<file path="src/rtl/scan_pkg.sv">
// Shared state encoding and parameter defaults for the scan test sequencer.
package scan_pkg;

    localparam int DEF_CHAIN_LEN = 2;
    localparam int DEF_CNT_W     = 8;

    typedef enum logic [2:0] {
        IDLE,
        LOAD,
        CAPTURE,
        UNLOAD,
        RESP
    } scan_state_e;

endpackage

</file>
<file path="src/rtl/scan_shift_reg.sv">
// Parallel-load shift register: shifts toward the MSB, serial in at bit 0, serial out from the MSB.
module scan_shift_reg #(
    parameter int WIDTH = 2
) (
    input  logic             clk,
    input  logic             reset,
    input  logic             load_i,
    input  logic [WIDTH-1:0] load_data_i,
    input  logic             shift_i,
    input  logic             ser_i,
    output logic             ser_o,
    output logic [WIDTH-1:0] data_o
);

    logic [WIDTH-1:0] data_q;

    // NOTE: this register also drives resp_data, which must read 0 after reset, so it is reset.
    always_ff @(posedge clk or posedge reset) begin
        if (reset) begin
            data_q <= '0;
        end else if (load_i) begin
            data_q <= load_data_i;
        end else if (shift_i) begin
            data_q <= (data_q << 1) | WIDTH'(ser_i);
        end
    end

    assign ser_o  = data_q[WIDTH-1];
    assign data_o = data_q;

endmodule

</file>
<file path="src/rtl/scan_test_ctrl.sv">
// Scan test sequencer: loads a pattern into the core's chain, applies one capture
// cycle, unloads the response and offers it on a valid/ready interface.
module scan_test_ctrl
    import scan_pkg::*;
#(
    parameter int CHAIN_LEN = DEF_CHAIN_LEN,
    parameter int CNT_W     = DEF_CNT_W
) (
    input  logic                 clk,
    input  logic                 reset,
    input  logic                 pat_valid,
    output logic                 pat_ready,
    input  logic [CHAIN_LEN-1:0] pat_data,
    input  logic                 pat_pi,
    output logic                 scan_en,
    output logic                 scan_in,
    input  logic                 scan_out,
    output logic                 pi_out,
    input  logic                 po_in,
    output logic                 resp_valid,
    input  logic                 resp_ready,
    output logic [CHAIN_LEN-1:0] resp_data,
    output logic                 resp_po,
    output logic                 busy,
    output logic [CNT_W-1:0]     pat_count
);

    localparam int              SC_W    = (CHAIN_LEN > 1) ? $clog2(CHAIN_LEN) : 1;
    localparam logic [SC_W-1:0] SC_LAST = SC_W'(CHAIN_LEN - 1);

    scan_state_e      state_q, state_d;
    logic [SC_W-1:0]  shift_cnt_q, shift_cnt_d;
    logic             pi_q, pi_d;
    logic             resp_po_q, resp_po_d;
    logic [CNT_W-1:0] pat_count_q, pat_count_d;
    logic             sr_load, sr_shift, sr_ser_in, sr_ser_out;
    logic             shift_last;

    // One register serves both directions: pattern bits leave from the MSB while
    // response bits enter at bit 0, so the first unloaded bit ends up in resp_data[N-1].
    scan_shift_reg #(
        .WIDTH(CHAIN_LEN)
    ) u_shift (
        .clk        (clk),
        .reset      (reset),
        .load_i     (sr_load),
        .load_data_i(pat_data),
        .shift_i    (sr_shift),
        .ser_i      (sr_ser_in),
        .ser_o      (sr_ser_out),
        .data_o     (resp_data)
    );

    assign shift_last = (shift_cnt_q == SC_LAST);

    // NOTE: non-blocking assignments so every flop samples the pre-edge value of the others.
    always_ff @(posedge clk or posedge reset) begin
        if (reset) begin
            state_q     <= IDLE;
            shift_cnt_q <= '0;
            pi_q        <= 1'b0;
            resp_po_q   <= 1'b0;
            pat_count_q <= '0;
        end else begin
            state_q     <= state_d;
            shift_cnt_q <= shift_cnt_d;
            pi_q        <= pi_d;
            resp_po_q   <= resp_po_d;
            pat_count_q <= pat_count_d;
        end
    end

    always_comb begin
        // NOTE: every output gets a default first so no path leaves one unassigned (no latches).
        state_d     = state_q;
        shift_cnt_d = shift_cnt_q;
        pi_d        = pi_q;
        resp_po_d   = resp_po_q;
        pat_count_d = pat_count_q;
        sr_load     = 1'b0;
        sr_shift    = 1'b0;
        sr_ser_in   = 1'b0;
        pat_ready   = 1'b0;
        scan_en     = 1'b0;
        scan_in     = 1'b0;
        pi_out      = 1'b0;
        resp_valid  = 1'b0;
        busy        = 1'b1;

        unique case (state_q)
            IDLE: begin
                pat_ready = 1'b1;
                busy      = 1'b0;
                if (pat_valid) begin
                    sr_load = 1'b1;
                    pi_d    = pat_pi;
                    state_d = LOAD;
                end
            end
            LOAD: begin
                scan_en  = 1'b1;
                scan_in  = sr_ser_out;
                pi_out   = pi_q;
                sr_shift = 1'b1;
                if (shift_last) begin
                    shift_cnt_d = '0;
                    state_d     = CAPTURE;
                end else begin
                    shift_cnt_d = shift_cnt_q + SC_W'(1);
                end
            end
            CAPTURE: begin
                pi_out    = pi_q;
                resp_po_d = po_in;
                state_d   = UNLOAD;
            end
            UNLOAD: begin
                scan_en   = 1'b1;
                pi_out    = pi_q;
                sr_shift  = 1'b1;
                sr_ser_in = scan_out;
                if (shift_last) begin
                    shift_cnt_d = '0;
                    state_d     = RESP;
                end else begin
                    shift_cnt_d = shift_cnt_q + SC_W'(1);
                end
            end
            RESP: begin
                resp_valid = 1'b1;
                if (resp_ready) begin
                    pat_count_d = pat_count_q + CNT_W'(1);
                    state_d     = IDLE;
                end
            end
            default: state_d = IDLE;
        endcase
    end

    assign resp_po   = resp_po_q;
    assign pat_count = pat_count_q;

endmodule

</file>
<file path="config.mk">
export PLATFORM = sky130hd
export DESIGN_NAME = scan_test_ctrl
export DESIGN_NICKNAME = d
export VERILOG_FILES = /design/src/rtl/scan_pkg.sv /design/src/rtl/scan_shift_reg.sv /design/src/rtl/scan_test_ctrl.sv
export SDC_FILE = /design/constraint.sdc
export NUM_CORES = 1
export LEC_CHECK = 0
export CAP_MARGIN = 25
export CORE_AREA = 3 3 46 48
export CTS_BUF_LIST = sky130_fd_sc_hd__clkbuf_8
export CTS_CLUSTER_SIZE = 28
export DETAILED_ROUTE_END_ITERATION = 7
export DIE_AREA = 0 0 49 51
export GPL_TIMING_DRIVEN = 1
export PLACE_DENSITY = 0.78
export SETUP_SLACK_MARGIN = 0.5
export SYNTH_ARGS = -nofsm -noshare
export SYNTH_HDL_FRONTEND = slang
export SYNTH_SLANG_ARGS = --single-unit
</file>
<file path="constraint.sdc">
create_clock -name clk -period 1.9 [get_ports clk]
set_input_delay 0.285 -clock clk [delete_from_list [all_inputs] [get_ports clk]]
set_output_delay 0.285 -clock clk [all_outputs]
set_load 0.005 [all_outputs]
</file>
Word level (Yosys, flattened, before mapping) --
Index checks and enable logic that the tools add are counted.
Operators by class: reductions and logical operators 7, equality and inequality tests 8, bitwise operators 1, mux-type cells 17, $add $sub $neg 2
Operators by type and width (number):
- $pmux 3 s5 | 1
- $mux 3 | 4
- $mux 1 | 10
- $add 8x1->8 const B | 1
- $ne 2x2->1 const B | 4
- $eq 3x2->1 const B | 2
- $mux 2 | 2
- $reduce_and 2->1 | 2
- $reduce_and 4->1 | 1
- $eq 3x1->1 const B | 1
- $eq 3x3->1 const B | 1
- $logic_not 3->1 | 1
- $reduce_or 3->1 | 1
- $or 2x1->2 | 1
- $reduce_bool 2->1 | 1
- $reduce_or 2->1 | 1
- $add 1x1->1 const B | 1
Word-level totals: register bits 16, input bits 9

Longest topological paths before layout --
word-level depth 5, mapped depth 5, depth with buffers taken out 4

Hierarchy --
A second synthesis with hierarchy kept.
Unflattened totals: cells, all modules 71, area, all modules 780.7 µm²
By module, submodules not included:
- scan_test_ctrl | cells each 61, area each 681.9 µm², instances 1, seq. area each 350.3 µm²
- scan_shift_reg | cells each 10, area each 98.8 µm², instances 1, seq. area each 50.0 µm²

Least setup slack after synthesis --
No wires, ideal clock.
kind register -> register, start point reg state_q[1], end point reg pat_count_q[7] (netlist: pat_count[7]), clock period less this slack 1307 ps, data arrival time 1228 ps, cell stages (with the launch flop) 6, path slack 593 ps, data required time 1821 ps, cells stage by stage dfrtp_1 > buf_6 > nand4bb_1 > buf_6 > nor4_4 > xor2_1
On the way: longest elaborated chain between the ends 2
RTL lines:
- from (decl) | RTL line scan_test_ctrl.sv:31 | scan_state_e state_q, state_d;
- from (signal assigned) | RTL line scan_test_ctrl.sv:65 | state_q <= state_d;
- $eq 3x3->1 | RTL line scan_test_ctrl.sv:90 | unique case (state_q)
- $reduce_and 2->1 (no line)
- to (signal assigned) | RTL line scan_test_ctrl.sv:69 | pat_count_q <= pat_count_d;
- to (decl) | RTL line scan_test_ctrl.sv:35 | logic [CNT_W-1:0] pat_count_q, pat_count_d;
Every way passes these cells. A chain may end at the register's enable or synchronous reset.

Worst setup path in the final report --
start point reg state_q[0], end point reg pat_count_q[7] (netlist: pat_count[7])
The elaborated chain is that of the path after synthesis.

==> metrics.txt <==
Remaining DRCs 0; run status finished clean; # diodes 0; H-tree levels 1; total congestion overflow 0; number of unique standard cell types used by synthesis 25; largest buffer count on any clock path 2; Yosys top cell by area sky130_fd_sc_hd__dfrtp_1; latest clock arrival within the worst-skew pair 0.25 ns; element type at the critical path end register; per-instance average area after synthesis 11.3 sq um; cell-by-cell trace of the critical path buf_6, buf_6, nand4bb_1, buf_6, nor4_4, xor2_1; CTS clock-pin slew for the worst setup and hold paths 0.07 ns; count of input and output buffers 25; Die X-Extent 49 um; final worst-path setup slack 0.383 ns; count of maximum capacitance violations 0; Post-Syn Instances 71; top area cells in the synthesized netlist sky130_fd_sc_hd__dfrtp_1, sky130_fd_sc_hd__xor2_1, sky130_fd_sc_hd__buf_6, sky130_fd_sc_hd__mux2_2, sky130_fd_sc_hd__xnor2_1; Die ar. 0.00250 sq mm; share of total power consumed by net switching 35.6%; switching pwr 734 uW; Max Transition Viols Final 0; shortest period the worst path allows 1.52 ns; Worst path max stage delay 0.48 ns; RSZ-0062 raised after global routing yes; via count of the first global-routing pass 829; required time of the critical path 2.08 ns; power density of the placed cells 1450 mW/mm^2; core region area 0.00175 sq mm; Max FO, Critical Path 7; Post-synth EDFFs 0; pin count of the biggest net entering global routing 17; final clock period utilization by the worst path 79.8%; setup violators final 0; cts-stage hold buffer count 0; total routing usage reported by global routing 20.5%; number of core rows 15; number of antenna violations at the first check in global routing 0; register share of total power 28.3%; data arrival time of the critical path 1.70 ns; TritonCTS clock tree done; top-level I/O count 26; average wire length per cell after detail routing 16.8 um; Critical Path Source Type register; fraction of post-synthesis cell area in the top cell type by area 49.9%; Relative slew margins 60.2%; share of synthesized area occupied by flip-flops and latches 49.9%; Die Height 51 um; Clock Power Share 15.2%; fillers 103; actual slew at the worst max-slew pin 0.596 ns; Yosys reg bits 16; syn nets 81; synthesis-to-finish area growth 77.4%; FF-to-FF path depth 6; Most used DFF post-synth sky130_fd_sc_hd__dfrtp_1; GPL Wtd Cong 0.781; detailed placement HPWL 1100 um; DRT Pass-1 Iters 4; Initial DRC Count 10; worst clock skew on the final layout 0.000708 ns; achievable frequency 659 MHz; net total in the final layout 134; share of post-route cells with drive strength above 1 48.0%; final count of hold timing violations 0; effective utilization at floorplan 45.9%; Top Layer Used met4; met2 WL post-DR 1260 um; leakage power summed over all cells 0.000845 uW; Placement Setup Slack 0.175 ns; vias after detailed routing 747; combined area of all synthesized cells 802 sq um; worst voltage drop across the vdd grid 1200 uV; Vias per Instance 5.05; post-route worst hold slack 0.398 ns; design internal power 1330 uW; clock tree root driver cell sky130_fd_sc_hd__clkbuf_8; top cells by instance count after synthesis sky130_fd_sc_hd__dfrtp_1, sky130_fd_sc_hd__nand2_1, sky130_fd_sc_hd__xor2_1, sky130_fd_sc_hd__nor2_1; classification of the worst-slack hold path input port to async pin; combinational power share 56.6%; DRT met1 WL 1040 um; post-route antenna net violation count 0; final sum of negative setup slack 0 ns; slowest cell on the critical path sky130_fd_sc_hd__dfrtp_2; Detail Route met3 WL 137 um; type of the worst setup path register to register; most repeated cell in the gate-level netlist after synthesis sky130_fd_sc_hd__dfrtp_1; cell repeated most along the worst path sky130_fd_sc_hd__buf_6; count of synthesis-stage warnings from yosys 0; final wirelength 2480 um; Post-synth ARST share 100%; clock net sink count 16; number of buffers created by CTS 3; global-route wire length before repair 3910 um
## cells in the final DEF (no fill, tap or decap), drive strengths merged, types with 3 or more instances in the layout
master,synthesis,routed
nand2,6,6
mux2,3,3
buf,5,32
inv,4,4
nor2,5,5
clkbuf,0,6
xor2,6,6
dfrtp,16,16
nand3,3,3
nor3b,3,3
dlymetal6s2s,0,9
xnor2,3,3
nor3,4,4
clkdlybuf4s50,0,8
## flip-flops by register name, indices dropped and copies added (netlist names)
signal          cells
state_q             3
pi_q                1
pat_count           8
shift_cnt_q         1
resp_po             1
u_shift.data_o      2
## path summary, 6_finish.rpt
kind,from,end,slack (ns)
setup reg to reg,state_q[0],pat_count[7],0.38
setup / recovery,state_q[0],pat_count[7],0.38
min in group clk,resp_po,resp_po,0.52
hold / removal,reset,pat_count[5],0.40
max in group asynchronous,reset,state_q[0],1.08
hold reg to reg,resp_po,resp_po,0.52
## critical path, delay by kind of cell, from the launching register on
family | cells | cell delay [ns]
flops | 1 | 0.48
simple gates | 2 | 0.34
xor+xnor | 1 | 0.17
buf+inv | 3 | 0.45
## through the flow
step,util (%),std cells,total power [uW],cell area [sq um]
finish,81.5,148,2060,1420
global route,81.5,148,2170,1420
CTS,75.8,144,1850,1320
detailed placement,60.3,118,1250,1050
global placement,60.3,118,1230,1050
floorplan,-,71,975,802
## per-layer routing
| metal | vias to the layer above | GRT usage (%) |
|---|---|---|
| li1 | 341 | - |
| met1 | 362 | 24.7 |
| met2 | 39 | 35.7 |
| met3 | 5 | 3.79 |
| met4 | 0 | 9.00 |
| met5 | - | 0 |
## power by group through the flow
stage	registers (uW)	clock network, uW	logic (uW)
floorplan	531	0	444
global placement	593	0	642
detailed placement	602	0	646
CTS	559	304	987
global route	593	332	1240
finish	582	312	1160
## cell families (layout without fill, tap and decap cells)
group                    after synthesis  in the layout  share of synthesized area [%]
AND/OR/NAND/NOR                       28             28                           23.2
buffers and inverters                  9             61                           7.64
multiplexers                           3              3                           4.21
XOR/XNOR                               9              9                           9.83
adder cells (fa/ha/maj)                1              1                           1.56
flip-flops                            16             16                           49.9
AO/OA/AOI/OAI                          5              5                           3.59
## cell type report
cell class / instances / area [sq um] / share of cell area (%)
repair buffers: 53 / 480 / 33.8
multi-input cells: 46 / 438 / 30.8
flip-flops and latches: 16 / 403 / 28.3
clock buffers: 4 / 55.1 / 3.87
well taps: 25 / 31.3 / 2.20
inverters: 4 / 15.0 / 1.06
## repair_timing
item,CTS,global route
endpoints found under the hold margin,0,0
endpoints found under the setup margin,19,27
pin swaps,10,12
buffers inserted,22,4
resized for setup,38,30
Note: power is estimated with default switching activity, not from simulation.
